### src/rtl/aclock_multi.sv
`default_nettype none
// ============================================================================
//  Module   : aclock_multi
//  Purpose  : 24-hour BCD clock with N alarm slots, ring timeout and optional
//             snooze (enabled by defining ACLOCK_SNOOZE_EN).
//  Revision : 1.0 - initial release
// ============================================================================
module aclock_multi #(
    parameter int CLK_PER_SEC = 10,
    parameter int N_ALARMS    = 4,
    parameter int SNOOZE_MIN  = 5,
    parameter int RING_SEC    = 60,
    localparam int AW         = (N_ALARMS > 1) ? $clog2(N_ALARMS) : 1
) (
    input  logic          clk,
    input  logic          reset,
    input  logic [1:0]    H_in1,
    input  logic [3:0]    H_in0,
    input  logic [3:0]    M_in1,
    input  logic [3:0]    M_in0,
    input  logic          LD_time,
    input  logic          LD_alarm,
    input  logic          AL_CLR,
    input  logic [AW-1:0] AL_SEL,
    input  logic          AL_ON,
    input  logic          STOP_al,
    input  logic          SNOOZE,
    output logic          Alarm,
    output logic [AW-1:0] AL_ID,
    output logic          SEC_tick,
    output logic [1:0]    H_out1,
    output logic [3:0]    H_out0,
    output logic [3:0]    M_out1,
    output logic [3:0]    M_out0,
    output logic [3:0]    S_out1,
    output logic [3:0]    S_out0
);

    localparam int       PW     = $clog2(CLK_PER_SEC);
    localparam logic [7:0] RING_LD = 8'(RING_SEC);

`ifdef ACLOCK_SNOOZE_EN
    localparam logic [11:0] SNZ_LD = 12'(SNOOZE_MIN * 60);
    typedef enum logic [1:0] {
        S_IDLE    = 2'd0,
        S_RING    = 2'd1,
        S_SNOOZED = 2'd2
    } state_t;
`else
    typedef enum logic [0:0] {
        S_IDLE = 1'b0,
        S_RING = 1'b1
    } state_t;
    logic w_unused_snooze;
    assign w_unused_snooze = SNOOZE;
`endif

    logic [PW-1:0] presc_q;
    logic [1:0]    h1_q;
    logic [3:0]    h0_q, m1_q, m0_q, s1_q, s0_q;
    logic          sec_tick_q;

    logic [1:0]    al_h1_q [N_ALARMS];
    logic [3:0]    al_h0_q [N_ALARMS];
    logic [3:0]    al_m1_q [N_ALARMS];
    logic [3:0]    al_m0_q [N_ALARMS];
    logic [N_ALARMS-1:0] al_en_q;

    state_t        state_q, state_d;
    logic [7:0]    ring_q, ring_d;
    logic [AW-1:0] id_q, id_d;
    logic          alarm_q;
`ifdef ACLOCK_SNOOZE_EN
    logic [11:0]   snz_q, snz_d;
`endif

    logic          w_ld_ok, w_ld_time, w_tick, w_sec_adv, w_at_min, w_hit;
    logic [AW-1:0] w_hit_id;
    logic [1:0]    w_adv_h1;
    logic [3:0]    w_adv_h0, w_adv_m1, w_adv_m0, w_adv_s1, w_adv_s0;

    assign w_ld_ok   = ((H_in1 < 2'd2 && H_in0 <= 4'd9) || (H_in1 == 2'd2 && H_in0 <= 4'd3))
                       && (M_in1 <= 4'd5) && (M_in0 <= 4'd9);
    assign w_ld_time = LD_time && w_ld_ok;
    assign w_tick    = (presc_q == PW'(CLK_PER_SEC - 1));
    // A valid time load overrides a coincident second advance entirely.
    assign w_sec_adv = w_tick && !w_ld_time;
    assign w_at_min  = w_sec_adv && (w_adv_s1 == 4'd0) && (w_adv_s0 == 4'd0);

    always_comb begin
        w_adv_s0 = s0_q + 4'd1;
        w_adv_s1 = s1_q;
        w_adv_m0 = m0_q;
        w_adv_m1 = m1_q;
        w_adv_h0 = h0_q;
        w_adv_h1 = h1_q;
        if (s0_q == 4'd9) begin
            w_adv_s0 = 4'd0;
            if (s1_q == 4'd5) begin
                w_adv_s1 = 4'd0;
                w_adv_m0 = m0_q + 4'd1;
                if (m0_q == 4'd9) begin
                    w_adv_m0 = 4'd0;
                    if (m1_q == 4'd5) begin
                        w_adv_m1 = 4'd0;
                        if (h1_q == 2'd2 && h0_q == 4'd3) begin
                            w_adv_h1 = 2'd0;
                            w_adv_h0 = 4'd0;
                        end else if (h0_q == 4'd9) begin
                            w_adv_h0 = 4'd0;
                            w_adv_h1 = h1_q + 2'd1;
                        end else begin
                            w_adv_h0 = h0_q + 4'd1;
                        end
                    end else begin
                        w_adv_m1 = m1_q + 4'd1;
                    end
                end
            end else begin
                w_adv_s1 = s1_q + 4'd1;
            end
        end
    end

    always_ff @(posedge clk) begin
        if (reset) begin
            presc_q    <= '0;
            {h1_q, h0_q, m1_q, m0_q, s1_q, s0_q} <= '0;
            sec_tick_q <= 1'b0;
        end else begin
            sec_tick_q <= w_sec_adv;
            if (w_ld_time) begin
                presc_q <= '0;
                h1_q    <= H_in1;
                h0_q    <= H_in0;
                m1_q    <= M_in1;
                m0_q    <= M_in0;
                s1_q    <= 4'd0;
                s0_q    <= 4'd0;
            end else if (w_tick) begin
                presc_q <= '0;
                h1_q    <= w_adv_h1;
                h0_q    <= w_adv_h0;
                m1_q    <= w_adv_m1;
                m0_q    <= w_adv_m0;
                s1_q    <= w_adv_s1;
                s0_q    <= w_adv_s0;
            end else begin
                presc_q <= presc_q + PW'(1);
            end
        end
    end

    // Out-of-range AL_SEL matches no slot index, so the write falls away.
    always_ff @(posedge clk) begin
        for (int i = 0; i < N_ALARMS; i++) begin
            if (reset) begin
                al_en_q[i] <= 1'b0;
                al_h1_q[i] <= 2'd0;
                al_h0_q[i] <= 4'd0;
                al_m1_q[i] <= 4'd0;
                al_m0_q[i] <= 4'd0;
            end else if (AL_SEL == AW'(i)) begin
                if (AL_CLR) begin
                    al_en_q[i] <= 1'b0;
                end else if (LD_alarm && w_ld_ok) begin
                    al_en_q[i] <= 1'b1;
                    al_h1_q[i] <= H_in1;
                    al_h0_q[i] <= H_in0;
                    al_m1_q[i] <= M_in1;
                    al_m0_q[i] <= M_in0;
                end
            end
        end
    end

    // Descending scan leaves the lowest matching index as the winner.
    always_comb begin
        w_hit    = 1'b0;
        w_hit_id = '0;
        for (int i = N_ALARMS - 1; i >= 0; i--) begin
            if (w_at_min && al_en_q[i] &&
                al_h1_q[i] == w_adv_h1 && al_h0_q[i] == w_adv_h0 &&
                al_m1_q[i] == w_adv_m1 && al_m0_q[i] == w_adv_m0) begin
                w_hit    = 1'b1;
                w_hit_id = AW'(i);
            end
        end
    end

    always_comb begin
        state_d = state_q;
        ring_d  = ring_q;
        id_d    = id_q;
`ifdef ACLOCK_SNOOZE_EN
        snz_d   = snz_q;
`endif
        case (state_q)
            S_IDLE: begin
                if (AL_ON && w_hit) begin
                    state_d = S_RING;
                    ring_d  = RING_LD;
                    id_d    = w_hit_id;
                end
            end
            S_RING: begin
                if (STOP_al || !AL_ON) begin
                    state_d = S_IDLE;
`ifdef ACLOCK_SNOOZE_EN
                end else if (SNOOZE) begin
                    state_d = S_SNOOZED;
                    snz_d   = SNZ_LD;
`endif
                end else if (w_sec_adv) begin
                    ring_d = ring_q - 8'd1;
                    if (ring_q <= 8'd1) begin
                        state_d = S_IDLE;
                    end
                end
            end
`ifdef ACLOCK_SNOOZE_EN
            S_SNOOZED: begin
                if (STOP_al || !AL_ON) begin
                    state_d = S_IDLE;
                end else if (w_sec_adv) begin
                    snz_d = snz_q - 12'd1;
                    if (snz_q <= 12'd1) begin
                        state_d = S_RING;
                        ring_d  = RING_LD;
                    end
                end
            end
`endif
            default: state_d = S_IDLE;
        endcase
    end

    always_ff @(posedge clk) begin
        if (reset) begin
            state_q <= S_IDLE;
            ring_q  <= 8'd0;
            id_q    <= '0;
            alarm_q <= 1'b0;
`ifdef ACLOCK_SNOOZE_EN
            snz_q   <= 12'd0;
`endif
        end else begin
            state_q <= state_d;
            ring_q  <= ring_d;
            id_q    <= id_d;
            alarm_q <= (state_d == S_RING);
`ifdef ACLOCK_SNOOZE_EN
            snz_q   <= snz_d;
`endif
        end
    end

    assign Alarm    = alarm_q;
    assign AL_ID    = id_q;
    assign SEC_tick = sec_tick_q;
    assign H_out1   = h1_q;
    assign H_out0   = h0_q;
    assign M_out1   = m1_q;
    assign M_out0   = m0_q;
    assign S_out1   = s1_q;
    assign S_out0   = s0_q;

endmodule
`default_nettype wire

### config.mk
export PLATFORM = sky130hd
export DESIGN_NAME = aclock_multi
export DESIGN_NICKNAME = d
export VERILOG_FILES = /design/src/rtl/aclock_multi.sv
export SDC_FILE = /design/constraint.sdc
export NUM_CORES = 1
export LEC_CHECK = 0
export CAP_MARGIN = 10
export CORE_ASPECT_RATIO = 1.75
export CORE_MARGIN = 2
export CORE_UTILIZATION = 60
export DETAILED_ROUTE_END_ITERATION = 6
export GPL_TIMING_DRIVEN = 1
export PLACE_DENSITY = 0.81
export SLEW_MARGIN = 20
export SYNTH_ARGS = -nofsm -noshare
export SYNTH_HDL_FRONTEND = slang
export SYNTH_SLANG_ARGS = --single-unit
### constraint.sdc
create_clock -name clk -period 4.95 [get_ports clk]
set_input_delay 0.7425 -clock clk [delete_from_list [all_inputs] [get_ports clk]]
set_output_delay 0.7425 -clock clk [all_outputs]
set_load 0.1 [all_outputs]
==> Flow_metrics.wiki <==
{| class="wikitable"
! Metric !! Value
|-
| Run status || complete, no violations
|-
| EDFF count, synth || 56
|-
| Critical path's slowest cell || nor4bb_4
|-
| Fraction of the cycle the final worst path needs || 84.93%
|-
| YS warnings || 0
|-
| Number of buffers inserted during clock tree synthesis || 9
|-
| R2r startpoint || M_out0[3]
|-
| Synthesized netlist cell count || 789
|-
| Hold Slack || 0.4840 ns
|-
| Type of origin of the critical path || register
|-
| Area of the core || 11170 um2
|-
| Sum of negative setup slack || 0 ns
|-
| Library cells used by synthesis || 85
|-
| P_sw || 518.0 uW
|-
| Logic gate share of total power || 12.5%
|-
| Max-capacitance violation count || 0
|-
| Remaining routing DRC violations || 0
|-
| Hold path depth || 2
|-
| Insertion delay of the later-clocked pin in the worst-skew pair || 0.35 ns
|-
| Average wire per cell in the routed design || 23.58 um
|-
| Setup repair after global routing missed its margin || no
|-
| Wire length of the first global-routing pass || 35110 um
|-
| Diode count || 0
|-
| Antenna violations before repair || 0
|-
| Worst-case clock buffer depth || 2
|-
| Reg-to-Reg End || ring_q[6]
|-
| Wirelength, routed || 22570 um
|-
| Number of nets with antenna violations after routing || 0
|-
| CP bufs+invs || 1
|-
| Min Tclk post-route || 4.204 ns
|-
| Number of hold-slack violations in the final timing report || 0
|-
| Type of element capturing the critical path || register
|-
| Clock H-tree levels || 3
|-
| Sequential fraction of the synthesis area || 36.73%
|-
| Area growth, synth to finish || 12.44%
|-
| Netlist area before placement || 6868 um2
|-
| Cells traversed along the worst timing path || nor4bb_4 -> buf_4 -> and4_1 -> a21oi_1 -> or2_2 -> xnor2_1 -> or4bb_1 -> or4_1 -> a41oi_2 -> nor3_1
|-
| Share of synthesized registers carrying an async set or reset || 0%
|-
| Vias per cell || 6.811
|-
| Violation count after the first detailed-route iteration || 628
|-
| Highest clock frequency the design can meet || 0.2379 GHz
|-
| Total number of placement rows || 51
|-
| Internal cell power || 1342 uW
|-
| Switching portion of total power || 27.84%
|-
| Top Family by Delay on Critical Path || simple AND/OR/NAND/NOR gates
|-
| Worst Max-Slew Pin Slew || 0.9731 ns
|-
| Maximum number of pins on one net before global-route repair || 28
|-
| Number of buffers inserted by port buffering || 48
|-
| Root buffer cell || clkbuf_16
|-
| Proportion of layout cells with a drive suffix above 1 || 7.030%
|-
| Count of final max-slew check failures || 0
|-
| Type of the setup path with the least slack || register to register
|-
| Number of filler cells placed in the layout || 884
|-
| GRT Total Usage || 36.88%
|-
| Leakage Power || 0.002579 uW
|-
| Clock sink count || 98
|-
| Leading register cell type out of synthesis || edfxtp_1
|-
| Post-CTS Setup Repair Bufs || 0
|-
| Clock network fraction of total power || 37.8%
|-
| Cells on worst reg2reg path || 10
|-
| Vertical die dimension || 145.5 um
|-
| Number of nets in the layout || 851
|-
| Vias || 6518
|-
| Worst IR drop on VDD || 0.2261 mV
|-
| Number of gates given a new drive strength after cts || 0
|-
| HPWL Detailed || 17120 um
|-
| Boundary Pins || 50
|-
| Chip width || 84.88 um
|-
| Register share of total power || 49.7%
|-
| Worst hold path endpoint || AL_ID[1]
|-
| Average size of a mapped cell || 8.704 um2
|-
| Start point of the worst min-delay path || AL_ID[1]
|-
| Die Footprint || 12350 um2
|-
| Largest stage delay on the critical path || 0.66 ns
|-
| Final setup skew || 0.008475 ns
|-
| Global placer's final weighted congestion || 1.031
|-
| Power Density || 240.9 nW/um2
|-
| Slack of the worst reg-to-reg path || 0.75 ns
|-
| Clock slew at the register clock pins of the worst setup and hold paths || 0.08 ns
|-
| DRT Pass-1 Iters || 7
|-
| Worst path required time || 5.18 ns
|-
| Initial core utilization || 61.50%
|-
| Total of flip-flops plus latches after synthesis || 98
|-
| Vias in the first global route || 6399
|-
| Final-report setup violation count || 0
|-
| Rel. slew slack || 34.92%
|-
| CTS hold repair buffers || 0
|-
| Data arrival, critical path || 4.44 ns
|-
| Total congestion overflow after global routing || 0
|-
| Max Fanout on Critical Path || 16
|-
| Hold crit path type || register to register
|-
| TritonCTS clock tree || done
|}
==> cells in the final DEF (no fill, tap or decap), types with 5 or more instances in the layout <==
cell type,n
and3b_1,5
and4_1,5
o211ai_1,7
and2_1,58
nand2b_1,20
a211oi_1,17
o21a_1,6
nand4_1,19
a21oi_1,41
nand3b_1,5
ha_1,7
nor3b_1,6
nand3_1,22
or4_1,8
clkbuf_16,9
inv_1,18
edfxtp_1,56
o2111ai_1,5
mux2i_1,13
or3_1,16
clkdlybuf4s50_1,48
xor2_1,25
nor3_1,27
buf_4,18
nor2_1,63
xnor2_1,32
nand2_1,60
nand4b_1,7
nor4_1,16
o21ai_0,29
nor2b_1,15
and3_1,10
dfxtp_1,42
==> tightest hold or removal path, cell delays in order, from the launching register on <==
cell and delay (ns):
dfxtp_1 0.32, inv_1 0.06, a211oi_2 0.05
==> worst max path at each step <==
stage	startpoint	endpoint	slack, ns	cells past startpoint
CTS	M_out0[3]	ring_q[6]	0.82	11
floorplan	H_out0[1]	AL_ID[0]	0.82	13
detailed placement	M_out0[3]	ring_q[6]	0.85	10
global placement	M_out0[3]	ring_q[7]	0.89	10
finish	M_out0[3]	ring_q[6]	0.75	10
global route	M_out0[3]	ring_q[1]	0.55	10
==> layout make-up <==
class | count | area [um2] | share of cell area, %
clock buffer | 10 | 239.0 | 3.095
sequential | 98 | 2522 | 32.66
inverter | 18 | 67.56 | 0.8749
timing repair buffer | 66 | 615.6 | 7.971
clock inverter | 6 | 57.56 | 0.7453
tap | 132 | 165.2 | 2.139
multi-input combinational | 627 | 4055 | 52.51
==> power by group through the flow <==
| stage | combinational (uW) | sequential [uW] | clock (uW) |
|---|---|---|---|
| CTS | 228 | 924 | 699 |
| global route | 249 | 928 | 733 |
| detailed placement | 227 | 942 | 0 |
| floorplan | 127 | 953 | 0 |
| finish | 232 | 925 | 703 |
| global placement | 223 | 940 | 0 |
==> state kept, by name, indices dropped and copies added (netlist names) <==
name	cells
AL_ID	2
Alarm	1
H_out0	4
H_out1	2
M_out0	4
M_out1	4
SEC_tick	1
S_out0	4
S_out1	4
al_en_q	4
al_h0_q	16
al_h1_q	8
al_m0_q	16
al_m1_q	16
presc_q	4
ring_q	8
==> synthesized netlist by cell type, drive strengths merged, types with 5 or more instances <==
cell	n	area share, %
clkbuf	31	1.7
and2	58	5.3
and3b	5	0.64
nand4	19	1.7
a31oi	5	0.55
and3	10	0.91
nand3	23	1.7
buf	18	1.8
nor2	64	3.5
nand2	61	3.4
xnor2	32	4.1
a21oi	42	3.1
o211ai	7	0.77
edfxtp	56	24
nand4b	7	0.89
nor3b	7	0.77
or4	9	1.0
xor2	26	3.4
and4	5	0.64
nor4	16	1.5
nand3b	5	0.55
nor3	28	2.1
inv	18	0.98
o2111ai	5	0.64
dfxtp	42	12
a211oi	19	2.2
or3	16	1.5
ha	7	1.3
nand2b	20	1.8
o21a	6	0.66
o21ai	30	2.2
mux2i	13	1.9
nor2b	15	1.4
==> metal layers <==
| metal | GRT usage (%) | up-vias | routed length, um |
|---|---|---|---|
| met5 | 0 | - | 0 |
| met4 | 19.52 | 0 | 1247 |
| met3 | 4.708 | 81 | 1638 |
| met2 | 64.45 | 321 | 11570 |
| met1 | 43.31 | 3156 | 8114 |
| li1 | - | 2960 | - |
==> per-stage QoR <==
stage                     setup slack [ns]  area, um2  instances  total power, uW  util, %
final                               0.7459       7722        957             1860    69.15
after global routing                0.5451       7722        957             1909    69.15
after CTS                           0.8201       7722        957             1851    69.15
after detailed placement            0.8470       7426        941             1169    66.50
after global placement              0.8913       7426        941             1163    66.50
after floorplan                     0.8150       6879        792             1080        -
==> cells by family after synthesis <==
kind of cell,after synthesis,share of synthesized area (%)
AO/OA/AOI/OAI,155,15.50
XOR/XNOR,58,7.506
adder cells (fa/ha/maj),7,1.275
buffers and inverters,67,4.463
flip-flops,98,36.73
multiplexers,14,2.059
other,1,0.05460
AND/OR/NAND/NOR,389,32.41
Power figures use the tool's default switching activity.
